--- config.mk ---
export PLATFORM = sky130hd
export DESIGN_NAME = fetch_ctrl
export DESIGN_NICKNAME = d
export VERILOG_FILES = /design/src/rtl/fetch_ctrl.sv
export SDC_FILE = /design/constraint.sdc
export NUM_CORES = 1
export LEC_CHECK = 0
export ABC_AREA = 1
export CORE_MARGIN = 2
export CORE_UTILIZATION = 45
export CTS_BUF_LIST = sky130_fd_sc_hd__clkbuf_4 sky130_fd_sc_hd__clkbuf_8 sky130_fd_sc_hd__clkbuf_16
export DETAILED_ROUTE_END_ITERATION = 10
export PLACE_DENSITY = 0.85
export SLEW_MARGIN = 20
export SYNTH_ARGS = -nofsm -noshare
export SYNTH_HDL_FRONTEND = slang
export SYNTH_SLANG_ARGS = --single-unit
--- constraint.sdc ---
create_clock -name clk -period 1.69 [get_ports clk]
set_input_delay 0.338 -clock clk [delete_from_list [all_inputs] [get_ports clk]]
set_output_delay 0.338 -clock clk [all_outputs]
set_load 0.05 [all_outputs]
--- src/rtl/fetch_ctrl.sv ---
// Front-end sequencer: PC write enable / next-PC select, icache refill handshake,
// pending-redirect capture across stalls, and a saturating refill-stall counter.
module fetch_ctrl #(
  parameter int WIDTH = 32,
  parameter int CNT_W = 16
) (
  input  logic             clk,
  input  logic             rst,
  input  logic             ic_hit,
  output logic             ic_refill_req,
  input  logic             ic_refill_ack,
  input  logic             dc_stall,
  input  logic             load_use,
  input  logic             redirect_valid,
  input  logic [WIDTH-1:0] redirect_pc,
  input  logic [WIDTH-1:0] pc_plus4,
  output logic [WIDTH-1:0] pc_next,
  output logic             pc_en,
  output logic             if_id_en,
  output logic             if_id_flush,
  output logic             id_ex_flush,
  output logic [CNT_W-1:0] miss_cnt,
  output logic             dbg_state,
  output logic             dbg_pend_valid
);

  typedef enum logic {
    ST_RUN  = 1'b0,
    ST_MISS = 1'b1
  } state_t;

  state_t           r_state;
  logic             r_refill_req;
  logic             r_pend_valid;
  logic [WIDTH-1:0] r_pend_pc;
  logic [CNT_W-1:0] r_miss_cnt;

  logic             w_redir;
  logic [WIDTH-1:0] w_target;
  logic             w_run;
  logic             w_apply;
  logic             w_miss_enter;
  logic             w_cnt_sat;

  // A live redirect always beats an older pending one.
  assign w_redir      = redirect_valid | r_pend_valid;
  assign w_target     = redirect_valid ? redirect_pc : r_pend_pc;
  assign w_run        = (r_state == ST_RUN);
  assign w_apply      = w_run & ~dc_stall & w_redir;
  assign w_miss_enter = w_run & ~dc_stall & ~w_redir & ~ic_hit;
  assign w_cnt_sat    = &r_miss_cnt;

  // Refill handshake: ic_refill_req is a level raised on entry to MISS and
  // held until the single-cycle ic_refill_ack; ack outside MISS is ignored.
  always_ff @(posedge clk or negedge rst) begin
    if (!rst) begin
      r_state      <= ST_RUN;
      r_refill_req <= 1'b0;
      r_pend_valid <= 1'b0;
      r_pend_pc    <= '0;
      r_miss_cnt   <= '0;
    end else begin
      case (r_state)
        ST_RUN: begin
          if (w_miss_enter) begin
            r_state      <= ST_MISS;
            r_refill_req <= 1'b1;
          end
        end
        ST_MISS: begin
          if (!w_cnt_sat) begin
            r_miss_cnt <= r_miss_cnt + 1'b1;
          end
          if (ic_refill_ack) begin
            r_state      <= ST_RUN;
            r_refill_req <= 1'b0;
          end
        end
        default: begin
          r_state      <= ST_RUN;
          r_refill_req <= 1'b0;
        end
      endcase

      if (w_apply) begin
        r_pend_valid <= 1'b0;
      end else if (redirect_valid) begin
        r_pend_valid <= 1'b1;
        r_pend_pc    <= redirect_pc;
      end
    end
  end

  always_comb begin
    pc_en       = 1'b0;
    if_id_en    = 1'b0;
    if_id_flush = 1'b0;
    id_ex_flush = 1'b0;
    pc_next     = pc_plus4;
    if (rst && !dc_stall) begin
      if (!w_run) begin
        if_id_flush = 1'b1;
      end else if (w_redir) begin
        pc_en       = 1'b1;
        if_id_en    = 1'b1;
        if_id_flush = 1'b1;
        id_ex_flush = 1'b1;
        pc_next     = w_target;
      end else if (!ic_hit) begin
        if_id_flush = 1'b1;
      end else if (load_use) begin
        id_ex_flush = 1'b1;
      end else begin
        pc_en    = 1'b1;
        if_id_en = 1'b1;
      end
    end
  end

  assign ic_refill_req  = r_refill_req;
  assign miss_cnt       = r_miss_cnt;
  assign dbg_state      = r_state;
  assign dbg_pend_valid = r_pend_valid;

endmodule
==> impl_metrics.json <==
{
  "outcome": "complete, but fails checks",
  "violations": "setup timing",
  "drtAntennaViolNets": 0,
  "yosysSeqAreaShare_pct": 38.86,
  "drc": 0,
  "leakagePower_nw": 2.605,
  "layout_common_cells": "nand2_1, o21ai_0, clkdlybuf4s50_1",
  "drv_cap": 0,
  "drt-total-wl_um": 10830,
  "grt_start_max_net_pins": 64,
  "grt_pass1_vias": 3860,
  "cp-start-kind": "flop",
  "cts_tree": "done",
  "root_buffer": "clkbuf_8",
  "dr.first_iter.drc_count": 192,
  "ir_worst_vdd_mv": 0.3711,
  "path_cells": "nor2_4 -> nand2_4 -> nor2_4 -> buf_12 -> buf_16 -> nand2_2 -> nand2_2 -> buf_12",
  "r2r_slack_ns": 0.17,
  "grt.total_usage_pct": 28.04,
  "final_cell_count_no_fill": 740,
  "via_per_inst": 5.120,
  "min_period_ns": 2.016,
  "crit_family": "simple AND/OR/NAND/NOR gates",
  "pwr_density_cell_nw_per_um2": 790.3,
  "htreeDepth": 2,
  "routedWlPerCell_um": 14.64,
  "slew-limit-headroom_pct": 55.97,
  "end_kind": "output port",
  "syn_to_final_growth_pct": 72.00,
  "clock_path_buffers": 2,
  "cts.clk_slew.worst_paths_ns": 0.09,
  "ys_types": 27,
  "path_max_fanout": 12,
  "rr_startpoint": "dbg_state",
  "core.rowCount": 31,
  "multi_input_area_um2": 1871,
  "hold_viol": 0,
  "hold_buffers": 0,
  "slowest_stage": "dfrtp_2",
  "netlist_area_um2": 3284,
  "synth_nets": 561,
  "maxSlewViolCount": 0,
  "required_ns": 1.35,
  "final-setup-viol-count": 36,
  "die_h_um": 89.43,
  "drive_gt1_share_pct": 29.64,
  "cts.sinks": 51,
  "initial_core_util_pct": 45.77,
  "grt-ovfl-total": 0,
  "fmax_mhz": 496.0,
  "async_flop_share_pct": 100.0,
  "die_x_um": 89.43,
  "io_buffers": 125,
  "cp.arrival_ns": 1.68,
  "place_hpwl_um": 7714,
  "ys_warn_count": 0,
  "timing.rr.end": "miss_cnt[13]",
  "finalCritPeriodShare_pct": 119.3,
  "synth_flop_cell": "dfrtp_1",
  "final_common_cell": "nand2_1",
  "fin_tns_setup_ns": -9.932,
  "hp-class": "input port to async pin",
  "gp_congestion": 0.8748,
  "dr.pass1.iters": 4,
  "diodes": 0,
  "worst_slack_ns": -0.3261,
  "synth_area_per_cell_um2": 6.717,
  "worst-setup-path-type": "flop to output port",
  "clk_latency_ns": 0.30,
  "crit_path_max_incr_delay_ns": 0.44,
  "rsz0062_at_grt": "yes",
  "path_buf_inv": 3,
  "core-area_um2": 7176,
  "placed_cells": 721,
  "nNetsFinal": 712,
  "ff_latch_area_um2": 1281,
  "ff2ff_path_depth": 10,
  "synth-edff-count": 0,
  "synthCells": 489,
  "ys_seq_elements": 51,
  "worst_slew_pin_slew_ns": 0.6604,
  "antenna_found_initial": 0,
  "grt_pass1_wl_um": 17550,
  "skew_ns": 0.004051,
  "cts_buffers": 5,
  "num-fill-cells": 497,
  "num_vias": 3789,
  "io_pins": 126,
  "dieArea_um2": 7998
}
## synth_stat cells (3+ instances only)
cell | number | share of area, %
inv_1 | 53 | 6.1
dfrtp_1 | 51 | 39
xor2_1 | 4 | 1.1
o21ai_2 | 3 | 0.80
clkbuf_1 | 11 | 1.3
nand3_1 | 8 | 1.2
buf_6 | 4 | 1.4
buf_2 | 7 | 1.1
xnor2_1 | 3 | 0.80
o21ai_0 | 97 | 15
nor2_1 | 18 | 2.1
nor2_4 | 6 | 2.1
nand2_1 | 195 | 22
buf_4 | 4 | 0.91
nand4_1 | 6 | 1.1
o21ai_1 | 4 | 0.61
## registers in the layout, indices dropped and copies added (netlist names)
signal	cells
miss_cnt	16
r_pend_pc	32
ic_refill_req	1
dbg_state	1
dbg_pend_valid	1
## final cells by class
type	count	share of cell area [%]
well taps	99	2.193
multi-input cells	357	33.11
clock buffers	8	1.838
repair buffers	170	36.35
inverters	55	3.832
flip-flops and latches	51	22.68
## report_power, final
part           switching [mW]  total, mW  internal (mW)
combinational            1.20       2.15          0.947
sequential              0.114       1.52           1.40
clock                   0.406      0.797          0.391
total                    1.72       4.46           2.74
## worst max path at each step
stage	endpoint	slack (ns)	depth (start not counted)	startpoint
floorplan	pc_next[26]	-0.12	7	dbg_state
global placement	pc_next[0]	-0.33	7	dc_stall
detailed placement	pc_next[6]	-0.42	7	dc_stall
CTS	pc_next[10]	-0.34	8	dbg_state
global route	pc_next[30]	-0.40	8	dbg_state
finish	pc_next[9]	-0.33	8	dbg_state
## worst register-to-register path, delay by kind of cell (launching register included)
| kind | cells | cell delay [ns] |
|---|---|---|
| buffers and inverters | 4 | 0.40 |
| DFF | 1 | 0.41 |
| and+or+nand+nor | 6 | 0.62 |
## metal layers
layer	share of wire, %	GRT usage (%)
met3	6.6	7.018
met5	0	0
met4	2.8	10.58
met1	37	31.51
met2	54	50.91
## kinds of logic (layout without fill, tap and decap cells)
kind of cell | Yosys count | in the layout | share of synthesized area [%]
compound gates | 107 | 107 | 16.84
xor+xnor | 7 | 7 | 1.867
fa+ha+maj | 1 | 1 | 0.3809
buf+inv | 81 | 233 | 10.90
flops | 51 | 51 | 38.86
simple gates | 242 | 242 | 31.16
## what timing repair did
action	4_1_cts	5_1_grt
setup endpoints to repair	36	36
pin swaps	21	7
setup buffers	3	7
resized for setup	36	13
gates cloned	2	0
## per-stage QoR
step,worst slack (ns),power (mW),hold slack (ns),instance area [um2],utilization [%]
2_1_floorplan,-0.1222,2.600,0.04241,3460,-
3_3_place_gp,-0.3254,3.515,0.4964,5316,74.09
3_5_place_dp,-0.4202,3.579,0.4985,5316,74.09
4_1_cts,-0.3445,4.427,0.1895,5560,77.49
5_1_grt,-0.3980,4.700,0.2431,5649,78.73
6_report,-0.3261,4.464,0.2016,5649,78.73
(Power assumes the default switching activity.)
